`src/rtl/data_bus_demux.sv`:
```
// data_bus_demux: single-outstanding master-to-four-slave bus demux with ack timeout
// Ports:
//   clk, rst                  clock, asynchronous active-high reset
//   m_req_i/m_we_i            master request strobe and store/load select
//   m_addr_i/m_wdata_i        master address (top two bits pick the slave) and store data
//   m_ready_o                 idle, a request will be accepted on the next edge
//   m_rvalid_o                one-cycle response pulse qualifying m_rdata_o/m_err_o
//   m_rdata_o/m_err_o         load data (0 for stores/timeouts) and timeout flag
//   s_req_o                   one-hot request to slaves 0..3, high only while busy
//   s_we_o/s_addr_o/s_wdata_o latched transaction copy shared by all slaves
//   s_ack_i                   per-slave completion strobes
//   s_rdata0_i..s_rdata3_i    per-slave read data
module data_bus_demux #(
    parameter int TIMEOUT = 15,
    parameter int DW      = 32
) (
    input  logic          clk,
    input  logic          rst,
    input  logic          m_req_i,
    input  logic          m_we_i,
    input  logic [DW-1:0] m_addr_i,
    input  logic [DW-1:0] m_wdata_i,
    output logic          m_ready_o,
    output logic          m_rvalid_o,
    output logic [DW-1:0] m_rdata_o,
    output logic          m_err_o,
    output logic [3:0]    s_req_o,
    output logic          s_we_o,
    output logic [DW-1:0] s_addr_o,
    output logic [DW-1:0] s_wdata_o,
    input  logic [3:0]    s_ack_i,
    input  logic [DW-1:0] s_rdata0_i,
    input  logic [DW-1:0] s_rdata1_i,
    input  logic [DW-1:0] s_rdata2_i,
    input  logic [DW-1:0] s_rdata3_i
);
    localparam logic [1:0] IDLE = 2'd0;
    localparam logic [1:0] BUSY = 2'd1;
    localparam logic [1:0] RESP = 2'd2;
    localparam logic [7:0] TO   = 8'(TIMEOUT);

    logic [1:0]    state_q, state_d;
    logic [7:0]    cnt_q, cnt_d, cnt_inc;
    logic          s_we_q, s_we_d;
    logic [DW-1:0] s_addr_q, s_addr_d;
    logic [DW-1:0] s_wdata_q, s_wdata_d;
    logic [DW-1:0] m_rdata_q, m_rdata_d;
    logic          m_err_q, m_err_d;
    logic [1:0]    sel;
    logic          ack;
    logic [DW-1:0] sel_rdata;

    // The latched address only changes on acceptance, so the slave select can
    // be derived from it rather than kept in a separate register.
    assign sel       = s_addr_q[DW-1 -: 2];
    assign ack       = s_ack_i[sel];
    assign sel_rdata = sel == 2'd0 ? s_rdata0_i :
                       sel == 2'd1 ? s_rdata1_i :
                       sel == 2'd2 ? s_rdata2_i : s_rdata3_i;
    assign cnt_inc   = cnt_q == TO ? cnt_q : cnt_q + 8'd1;

    assign m_ready_o  = state_q == IDLE;
    assign m_rvalid_o = state_q == RESP;
    assign s_req_o    = state_q == BUSY ? 4'b0001 << sel : 4'b0000;
    assign m_rdata_o  = m_rdata_q;
    assign m_err_o    = m_err_q;
    assign s_we_o     = s_we_q;
    assign s_addr_o   = s_addr_q;
    assign s_wdata_o  = s_wdata_q;

    always_comb begin
        state_d   = state_q;
        cnt_d     = cnt_q;
        s_we_d    = s_we_q;
        s_addr_d  = s_addr_q;
        s_wdata_d = s_wdata_q;
        m_rdata_d = m_rdata_q;
        m_err_d   = m_err_q;
        case (state_q)
            IDLE: if (m_req_i) begin
                s_we_d    = m_we_i;
                s_addr_d  = m_addr_i;
                s_wdata_d = m_wdata_i;
                cnt_d     = 8'd0;
                state_d   = BUSY;
            end
            // Ack is checked first so it wins over a coinciding timeout.
            BUSY: if (ack) begin
                m_rdata_d = s_we_q ? '0 : sel_rdata;
                m_err_d   = 1'b0;
                state_d   = RESP;
            end else begin
                cnt_d = cnt_inc;
                if (cnt_inc == TO) begin
                    m_rdata_d = '0;
                    m_err_d   = 1'b1;
                    state_d   = RESP;
                end
            end
            RESP: state_d = IDLE;
            default: state_d = IDLE;
        endcase
    end

    always_ff @(posedge clk or posedge rst) begin
        if (rst) begin
            state_q   <= IDLE;
            cnt_q     <= 8'd0;
            s_we_q    <= 1'b0;
            s_addr_q  <= '0;
            s_wdata_q <= '0;
            m_rdata_q <= '0;
            m_err_q   <= 1'b0;
        end else begin
            state_q   <= state_d;
            cnt_q     <= cnt_d;
            s_we_q    <= s_we_d;
            s_addr_q  <= s_addr_d;
            s_wdata_q <= s_wdata_d;
            m_rdata_q <= m_rdata_d;
            m_err_q   <= m_err_d;
        end
    end
endmodule

```
`config.mk`:
```
export PLATFORM = sky130hd
export DESIGN_NAME = data_bus_demux
export DESIGN_NICKNAME = d
export VERILOG_FILES = /design/src/rtl/data_bus_demux.sv
export SDC_FILE = /design/constraint.sdc
export NUM_CORES = 1
export LEC_CHECK = 0
export BUFFER_PORTS_ARGS = -buffer_cell sky130_fd_sc_hd__buf_4
export CELL_PAD_IN_SITES_DETAIL_PLACEMENT = 1
export CELL_PAD_IN_SITES_GLOBAL_PLACEMENT = 2
export CORE_MARGIN = 2
export CORE_UTILIZATION = 27
export DETAILED_ROUTE_END_ITERATION = 10
export GPL_TIMING_DRIVEN = 0
export PLACE_DENSITY_LB_ADDON = 0.1
export SLEW_MARGIN = 20
export SYNTH_ARGS = -nofsm -noshare
export SYNTH_HDL_FRONTEND = slang
export SYNTH_SLANG_ARGS = --single-unit
```
`constraint.sdc`:
```
create_clock -name clk -period 4.9 [get_ports clk]
set_input_delay 0.49 -clock clk [delete_from_list [all_inputs] [get_ports clk]]
set_output_delay 0.49 -clock clk [all_outputs]
set_load 0.02 [all_outputs]
```
== Yosys cells after proc, flatten, opt, wreduce, memory -nomap -nowiden ==
Index checks and enable logic that the tools add are counted.
W data, S select, Z words.

* $add $sub $neg: 1
* $mul: 0
* Divide/modulo/power cells: 0
* Order comparisons: 1
* Eq/ne operators: 9
* Shift operators: 1
* Muxes and demuxes: 19
* Bitwise operators: 0
* Reductions and logical operators: 8

{| class="wikitable"
|+ Operator list
! kind !! number
|-
| $mux W32 || 6
|-
| $mux W8 || 3
|-
| $eq A8 B4 Y1 const B || 2
|-
| $pmux W8 S2 || 1
|-
| $add A8 B1 Y8 const B || 1
|-
| $mux W2 || 3
|-
| $reduce_and A2 Y1 || 3
|-
| $eq A2 B1 Y1 const B || 2
|-
| $eq A2 B2 Y1 const B || 2
|-
| $logic_not A2 Y1 || 2
|-
| $mux W4 || 1
|-
| $ne A2 B2 Y1 const B || 2
|-
| $pmux W2 S2 || 1
|-
| $reduce_bool A2 Y1 || 2
|-
| $shl A1 B2 Y4 const A || 1
|-
| $lt A2 B3 Y1 const B || 1
|-
| $mux W1 || 3
|-
| $ne A3 B2 Y1 const B || 1
|-
| $reduce_and A3 Y1 || 1
|-
| $bmux W1 S2 || 1
|}

* Register bits after elaboration: 108
* Bits in latches: 0
* Bits in writable memories: 0
* Bits in read-only memories: 0
* Input port bits: 200
* Output and inout bits: 104
* Logic and storage cells: 46
* Memories kept: 0

== Logic depth before layout (Yosys ltp) ==
Gate-level depths: netlist of the first run.

* Depth after elaboration: 6
* Mapped depth: 7
* Depth with buffers taken out: 5

== Worst setup path after synthesis of the first run ==
Ideal clock, no wire load.

* Path type: reg-to-output
* Start point: register s_addr_q[31], in the netlist s_addr_o[31]
* End point: output port s_req_o[2]
* Arrival time: 1.639 ns
* Required time: 4.410 ns
* Setup slack: 2.771 ns
* Cell stages (with the launch flop): 4
* Path buffers: 2
* Cells stage by stage: dfrtp_1 -> buf_2 -> buf_1 -> nor3b_1

* Word-level cells in the longest chain between the ends: 2

{| class="wikitable"
|+ RTL lines
! item !! RTL line !! source
|-
| from (decl) || 45 || <nowiki>logic [DW-1:0] s_addr_q, s_addr_d;</nowiki>
|-
| from (signal assigned) || 118 || <nowiki>s_addr_q <= s_addr_d;</nowiki>
|-
| $shl A1 B2 Y4 || 64 || <nowiki>assign s_req_o = state_q == BUSY ? 4'b0001 << sel : 4'b0000;</nowiki>
|-
| $mux W4 || 64 ||
|-
| to (decl) || 27 || <nowiki>output logic [3:0] s_req_o,</nowiki>
|}

No other way between the ends.

== Final worst setup path of the first run ==
* Start point: register state_q[1]
* End point: output port s_req_o[2]

* Word-level cells in the longest chain between the ends: 2

{| class="wikitable"
|+ RTL lines
! item !! RTL line !! source
|-
| from (decl) || 42 || <nowiki>logic [1:0] state_q, state_d;</nowiki>
|-
| from (signal assigned) || 115 || <nowiki>state_q <= state_d;</nowiki>
|-
| $eq A2 B1 Y1 || 64 ||
|-
| $mux W4 || 64 ||
|}

No other way between the ends.

==> results_dict.tcl, run 1 <==
set metrics [dict create \
    cp_data_arrival_time_ns 2.17 \
    yosys_warnings 0 \
    hpwl_um 15700 \
    start_util_pct 27.5 \
    cp.required_ns 4.41 \
    wl_per_cell_um 17.4 \
    max_slew_margin_pct 53.5 \
    fill_cells 2298 \
    drc 0 \
    ir_worst_vdd_mv 0.181 \
    first_pass_iters 4 \
    ys_seq_area_share_pct 50.5 \
    clock.fmax_mhz 376 \
    p_int_w 0.00294 \
    grt_pass1_wl_um 29600 \
    critPathLaunchType "flop" \
    rows 51 \
    leakage_nw 4.13 \
    die-area_um2 21000 \
    drt_wl_total_um 19500 \
    hp-class "in -> async" \
    setup_viol 0 \
    final_area_um2 8270 \
    grt_max_degree 57 \
    drv_cap 0 \
    final_min_period_over_clock_period_pct 54.3 \
    power.density_nw_per_um2 636 \
    syn-mean-instance-area_um2 9.95 \
    clock_power_share_pct 13.3 \
    gr-total-overflow 0 \
    synth.distinct_cells 39 \
    syn_inst 538 \
    synthesis.nets 739 \
    layout_commonest_cell "buf_4" \
    drt_iter0_drc 160 \
    switching_share_pct 44.2 \
    portBuffers 303 \
    die_y_um 145 \
    synth_area_um2 5350 \
    clockRootBuffer "clkbuf_16" \
    place.gp.congestion 0.820 \
    worstSetupPathType "reg -> out" \
    pwr-share-comb_pct 56.0 \
    antenna_found_initial 0 \
    ant_nets 0 \
    dp_cells 1107 \
    ios 304 \
    cp_max_fo 10 \
    grt_usage_pct 18.3 \
    post_drt_via_cell_ratio 4.68 \
    finalClockSkew_ns 0.00683 \
    cts_resized 0 \
    cts.htree.levels 3 \
    p_seq_share_pct 30.7 \
    cts_tree "done" \
    drive_above_1_share_pct 43.8 \
    fin_tns_setup_ns 0 \
    cts_buffer_depth 2 \
    dieWidth_um 145 \
    final_cell_mix "buf_4 (303), nand2_1 (233), dfrtp_1 (108)" \
    synth-seq-cells 108 \
    area_growth_pct 54.4 \
    fin_cells 1123 \
    clkSinkCount 108 \
    tightest_slew_ns 0.691 \
    end_kind "output port" \
    multiInputGateArea_um2 2460 \
    dr_total_vias 5254 \
    seq_area_um2 2700 \
    outcome "finished clean" \
    clock_latency_ns 0.35 \
    rsz0062_at_grt "no" \
    clk_pin_slew_ns 0.08 \
    place_area_um2 7990 \
    postCtsHoldBufs 0 \
    grt_pass1_vias 5669 \
    antenna_cells 0 \
    whs_ns 0.174 \
    postCtsSetupBuffers 0 \
    nets 1054 \
    power_switching_w 0.00232 \
    slew_viol_final 0 \
    min_period_ns 2.66 \
    core_region_area_um2 19500 \
    cts_buffers 9 \
    hold_violations 0 \
]
-- final cells by class --
| type | instances | area share (%) |
|---|---|---|
| clock buffers | 9 | 2.72 |
| repair buffers | 304 | 27.8 |
| flip-flops and latches | 108 | 32.7 |
| multi-input cells | 390 | 29.8 |
| plain buffers | 37 | 2.16 |
| well taps | 265 | 4.01 |
| inverters | 3 | 0.197 |
| clock inverters | 7 | 0.590 |
-- critical path, cell delays in order, from the launching register on --
cell and delay, ns:
dfrtp_1 0.39, nand2b_1 0.26, clkbuf_1 0.52, buf_2 0.38, nor3b_1 0.09, buf_4 0.19
-- stage by stage --
stage	setup slack, ns	utilization (%)	total power, W
floorplan	1.56	-	0.00334
global placement	0.0267	40.9	0.00454
detailed placement	2.61	41.1	0.00464
CTS	2.23	42.5	0.00535
global route	2.06	42.5	0.00567
finish	2.24	42.5	0.00526
-- power by group through the flow --
| stage | clock network [W] | logic [W] | registers [W] |
|---|---|---|---|
| final | 0.000700 | 0.00295 | 0.00161 |
| after global routing | 0.000759 | 0.00324 | 0.00168 |
| after CTS | 0.000722 | 0.00301 | 0.00162 |
| after detailed placement | 0 | 0.00301 | 0.00163 |
| after global placement | 0 | 0.00293 | 0.00161 |
| after floorplan | 0 | 0.00129 | 0.00205 |
-- worst paths after layout --
kind | start | end | slack [ns] | depth (start not counted)
worst max register to register | s_addr_o[31] | m_rdata_o[31] | 2.74 | 5
worst max-delay path | state_q[1] | s_req_o[2] | 2.24 | 5
worst min-delay path | rst | s_wdata_o[28] | 0.17 | 2
worst min register to register | s_wdata_o[9] | s_wdata_o[9] | 0.48 | 2
min in group clk | m_wdata_i[5] | s_wdata_o[5] | 0.32 | 3
max in group asynchronous | rst | m_err_o | 4.06 | 3
-- registers in the layout, indices dropped and copies added (netlist names) --
signal / flops
m_rdata_o: 32
s_addr_o: 32
s_wdata_o: 32
cnt_q: 8
state_q: 2
m_err_o: 1
s_we_o: 1
-- cell usage after synthesis (all sizes together) --
cell type | n | area, µm²
nor3 | 6 | 30.0
mux2 | 3 | 33.8
nor2b | 3 | 18.8
a2111oi | 1 | 15.0
o21a | 1 | 7.51
o211a | 1 | 10.0
a22o | 3 | 26.3
inv | 3 | 11.3
dfrtp | 108 | 2700
a21oi | 5 | 25.0
buf | 15 | 93.8
o21ai | 39 | 199
nand2b | 3 | 26.3
o22ai | 1 | 6.26
o211ai | 1 | 7.51
a22oi | 32 | 255
nor4 | 1 | 6.26
clkbuf | 22 | 85.1
a21boi | 1 | 7.51
nor2 | 5 | 18.8
a311oi | 1 | 8.76
ha | 1 | 12.5
nor3b | 2 | 26.3
nor4bb | 1 | 10.0
and2 | 3 | 18.8
nand3 | 2 | 10.0
nand2 | 233 | 875
mux2i | 3 | 30.0
and3 | 4 | 25.0
mux4 | 33 | 743
or3b | 1 | 8.76
-- routing by layer --
metal | share of wire [%] | track usage [%] | up-vias
li1 | - | - | 2477
met1 | 39 | 21.9 | 2569
met2 | 52 | 32.5 | 190
met3 | 7.5 | 4.15 | 18
met4 | 1.9 | 5.98 | 0
met5 | 0 | 0 | -
-- logic make-up (layout without fill, tap and decap cells) --
kind of cell | count (synthesis) | in the layout | share of synthesized area, %
buffers and inverters | 40 | 360 | 3.55
multiplexers | 39 | 39 | 15.1
adder cells (fa/ha/maj) | 1 | 1 | 0.234
AND/OR/NAND/NOR | 264 | 264 | 20.1
flip-flops | 108 | 108 | 50.5
AO/OA/AOI/OAI | 86 | 86 | 10.6
No activity file was read; power rests on OpenSTA's default activity.
==> run 2: changes to the inputs <==
- CORE_UTILIZATION: 27 -> 25
- clock period: 4.9 -> 2.7 ns (I/O delays scaled with it)
==> results_dict.tcl, run 2 (synthesis gave the netlist of run 1 again) <==
set metrics [dict create \
    slew_viol_final 0 \
    worstSetupPathType "reg -> out" \
    die_y_um 150 \
    final_area_um2 8370 \
    ios 304 \
    clkSinkCount 108 \
    clockRootBuffer "clkbuf_16" \
    timing.rr.end "m_rdata_o[19]" \
    cp.required_ns 2.43 \
    cts_buffer_depth 2 \
    gr-total-overflow 0 \
    hpwl_um 16400 \
    die-area_um2 22600 \
    setup_viol 0 \
    switching_share_pct 43.5 \
    hold_violations 0 \
    min_period_ns 2.38 \
    critPathLaunchType "flop" \
    dr_total_vias 5243 \
    cp_data_arrival_time_ns 2.11 \
    outcome "finished clean" \
    rows 53 \
    rsz0062_at_grt "no" \
    final_cell_mix "buf_4 (303), nand2_1 (233), dfrtp_1 (108)" \
    tightest_slew_ns 0.728 \
    first_pass_iters 4 \
    nets 1058 \
    grt_pass1_vias 5791 \
    place_area_um2 8060 \
    p_seq_share_pct 30.3 \
    end_kind "output port" \
    hold_start "m_addr_i[9]" \
    ir_worst_vdd_mv 0.318 \
    fill_cells 2426 \
    start_util_pct 25.5 \
    drt_wl_total_um 20000 \
    seq_area_um2 2700 \
    grt_pass1_wl_um 30800 \
    leakage_nw 4.17 \
    p_int_w 0.00546 \
    clk_pin_slew_ns 0.07 \
    clock_power_share_pct 14.1 \
    wl_per_cell_um 17.6 \
    area_growth_pct 56.4 \
    grt_usage_pct 17.6 \
    hp-class "in -> reg" \
    core_region_area_um2 21000 \
    dieWidth_um 150 \
    clock.fmax_mhz 420 \
    cts.htree.levels 3 \
    drc 0 \
    fin_tns_setup_ns 0 \
    drv_cap 0 \
    multiInputGateArea_um2 2460 \
    cp_max_fo 10 \
    finalClockSkew_ns 0.00936 \
    final_min_period_over_clock_period_pct 88.1 \
    pwr-share-comb_pct 55.7 \
    power.density_nw_per_um2 1150 \
    antenna_found_initial 0 \
    rr_startpoint "s_addr_o[31]" \
    portBuffers 303 \
    drt_iter0_drc 153 \
    power_switching_w 0.00420 \
    antenna_cells 0 \
    place.gp.congestion 0.819 \
    cts_tree "done" \
    finalPower_w 0.00965 \
    layout_commonest_cell "buf_4" \
    hold_path_end "s_addr_o[9]" \
    whs_ns 0.107 \
    max_slew_margin_pct 51.0 \
    grt_max_degree 29 \
    ff2ff_setup_slack_ns 0.50 \
    ant_nets 0 \
    drive_above_1_share_pct 44.0 \
    hold_depth 3 \
    clock_latency_ns 0.35 \
    post_drt_via_cell_ratio 4.61 \
    cts_buffers 9 \
    cts_resized 0 \
    ff2ff_path_depth 5 \
]
## run 2: cell types whose count changed in the layout (fill, tap and decap cells not counted), sizes merged
cell	previous run	this run
buf	319	322
bufinv	0	1
clkbuf	31	32
clkinv	4	3
clkinvlp	1	2
dlygate4sd3	0	1
inv	5	3
## run 2: timing repair
| action | in CTS | in global routing |
|---|---|---|
| hold buffers | 1 | 0 |
| hold endpoints to repair | 9 | 0 |
| buffers inserted | 0 | 0 |
## run 2: layout make-up
class / instances / area share, %
Multi-Input combinational cell: 390 / 29.4
Clock inverter: 6 / 0.732
Sequential cell: 108 / 32.3
Clock buffer: 10 / 2.85
Inverter: 3 / 0.179
Buffer: 37 / 2.14
Timing Repair Buffer: 308 / 28.3
Tap cell: 275 / 4.11
## run 2: power by group through the flow
stage,registers [W],clock network [W],logic (W)
floorplan,0.00372,0,0.00234
global placement,0.00291,0,0.00535
detailed placement,0.00296,0,0.00549
CTS,0.00293,0.00142,0.00550
global route,0.00304,0.00149,0.00591
finish,0.00292,0.00136,0.00537
## run 2: worst max-delay path by stage
stage | startpoint | end | slack [ns]
after floorplan | s_addr_o[31] | s_req_o[2] | 0.79
after global placement | rst | m_rdata_o[0] | 0.26
after detailed placement | s_addr_o[31] | m_rdata_o[0] | 0.51
after CTS | state_q[1] | s_req_o[2] | 0.23
after global routing | state_q[1] | s_req_o[2] | 0.14
final | state_q[1] | s_req_o[2] | 0.32
## run 2: stage by stage
step                utilization [%]  std cells  setup slack, ns
floorplan                         -        538            0.791
global placement               37.9       1116            0.256
detailed placement             38.4       1120            0.505
CTS                            39.8       1137            0.234
global route                   39.8       1137            0.140
finish                         39.8       1137            0.321
## run 2: routing by layer
layer	vias to the layer above	track usage [%]	wire (µm)
met1	2555	21.2	7980
met3	16	4.52	1400
met2	189	30.9	10300
met4	0	5.05	287
li1	2483	-	-
met5	-	0	0
## run 2: critical path, stage by stage (launching register included)
cell,delay (ns)
dfrtp_1,0.40
nand2b_1,0.27
clkbuf_1,0.47
buf_2,0.36
nor3b_1,0.09
buf_4,0.18
==> run 3: changes to the inputs <==
- GPL_TIMING_DRIVEN: 0 -> not set
- RECOVER_POWER: not set -> 100
==> results_dict.tcl, run 3 (synthesis gave the netlist of run 1 again) <==
set metrics [dict create \
    rows 53 \
    switching_share_pct 46.3 \
    cp_data_arrival_time_ns 2.56 \
    cts_resized 0 \
    p_seq_share_pct 32.4 \
    ios 304 \
    tightest_slew_ns 1.53 \
    ir_worst_vdd_mv 0.414 \
    fill_cells 2477 \
    die-area_um2 22600 \
    max_slew_margin_pct -2.82 \
    layout_commonest_cell "nand2_1" \
    die_y_um 150 \
    outcome "finished with violations" \
    hp-class "in -> reg" \
    timing.rr.end "cnt_q[7]" \
    first_pass_iters 4 \
    power.density_nw_per_um2 1140 \
    leakage_nw 3.71 \
    ant_nets 0 \
    dieWidth_um 150 \
    cts_tree "done" \
    cts_buffer_depth 2 \
    ff2ff_setup_slack_ns 0.37 \
    drive_above_1_share_pct 33.0 \
    min_period_ns 2.33 \
    p_int_w 0.00480 \
    cts.htree.levels 3 \
    hpwl_um 14700 \
    grt_max_degree 47 \
    fin_ws_ns 0.374 \
    clock_power_share_pct 15.5 \
    setup_viol 0 \
    clock_latency_ns 0.35 \
    startpoint "state_q[0]" \
    violations "max-capacitance violations, max-slew violations" \
    fin_tns_setup_ns 0 \
    clk_pin_slew_ns 0.08 \
    finalClockSkew_ns 0.00872 \
    cts_buffers 9 \
    portBuffers 303 \
    place.gp.congestion 0.818 \
    drt_wl_total_um 19300 \
    grt_pass1_wl_um 29500 \
    post_drt_via_cell_ratio 4.62 \
    ff2ff_path_depth 4 \
    rsz0062_at_grt "no" \
    hold_violations 0 \
    clkSinkCount 108 \
    slew_viol_final 34 \
    area_growth_pct 45.9 \
    cp.required_ns 2.93 \
    whs_ns 0.104 \
    antenna_found_initial 0 \
    grt_pass1_vias 5379 \
    postCtsSetupBuffers 0 \
    antenna_cells 0 \
    clockRootBuffer "clkbuf_16" \
    grt_usage_pct 16.9 \
    wl_per_cell_um 17.5 \
    final_cell_mix "nand2_1 (233), buf_4 (206), dfrtp_1 (106)" \
    final_min_period_over_clock_period_pct 86.1 \
    critPathLaunchType "flop" \
    fin_cells 1105 \
    gr-total-overflow 0 \
    core_region_area_um2 21000 \
    nets 1026 \
    dr_total_vias 5108 \
    cp_max_fo 26 \
    drt_iter0_drc 148 \
    clock.fmax_mhz 430 \
    worstSetupPathType "reg -> reg" \
    endpoint "cnt_q[7]" \
    rr_startpoint "state_q[0]" \
    start_util_pct 25.5 \
    drv_cap 1 \
    drc 0 \
    dp_cells 1089 \
    end_kind "flop" \
    pre_cts_ws_ns 0.494 \
    postCtsHoldBufs 0 \
    power_switching_w 0.00413 \
    pwr-share-comb_pct 52.1 \
]
## run 3: per-layer routing
layer,vias up,global-route usage (%),routed length (µm)
li1,2422,-,-
met1,2481,21.5,8110
met4,0,5.42,277
met3,16,3.85,1410
met5,-,0,0
met2,189,28.5,9530
## run 3: worst min path at each step
| stage | start | to | slack [ns] | cells after the start |
|---|---|---|---|---|
| 3_5_place_dp | s_wdata_o[26] | s_wdata_o[26] | 0.46 | 2 |
| 6_report | m_wdata_i[11] | s_wdata_o[11] | 0.10 | 3 |
| 4_1_cts | rst | s_addr_o[28] | 0.09 | 2 |
| 3_3_place_gp | rst | s_addr_o[28] | 0.46 | 2 |
| 2_1_floorplan | m_addr_i[0] | s_addr_o[0] | 0.38 | 2 |
| 5_1_grt | m_wdata_i[29] | s_wdata_o[29] | 0.1 | 3 |
## run 3: power by group through the flow
| stage | combinational [W] | clock [W] | sequential (W) |
|---|---|---|---|
| after global placement | 0.00525 | 0 | 0.00291 |
| after CTS | 0.00537 | 0.00145 | 0.00292 |
| after global routing | 0.00514 | 0.00151 | 0.00302 |
| after floorplan | 0.00234 | 0 | 0.00372 |
| after detailed placement | 0.00537 | 0 | 0.00294 |
| final | 0.00465 | 0.00139 | 0.00289 |
## run 3: critical path, cell delays in order, from the launching register on
cell and delay (ns):
dfrtp_1 0.43, or3b_1 0.83, o21ai_0 0.45, o21ai_0 0.20, mux2_2 0.30
## run 3: layout make-up
class | count | area (µm²) | area share [%]
Multi-Input combinational cell | 390 | 2460 | 31.5
Timing Repair Buffer | 313 | 1980 | 25.3
Tap cell | 275 | 344 | 4.41
Clock buffer | 10 | 239 | 3.06
Inverter | 3 | 12.5 | 0.160
Clock inverter | 6 | 72.6 | 0.929
Sequential cell | 108 | 2710 | 34.6
## run 3: metrics by stage
stage                     instance area, µm²  util, %  power, W
final                                   7810     37.1   0.00893
after CTS                               8230     39.1   0.00975
after floorplan                         5360        -   0.00607
after detailed placement                7920     37.7   0.00831
after global placement                  7920     37.7   0.00815
after global routing                    7810     37.1   0.00966
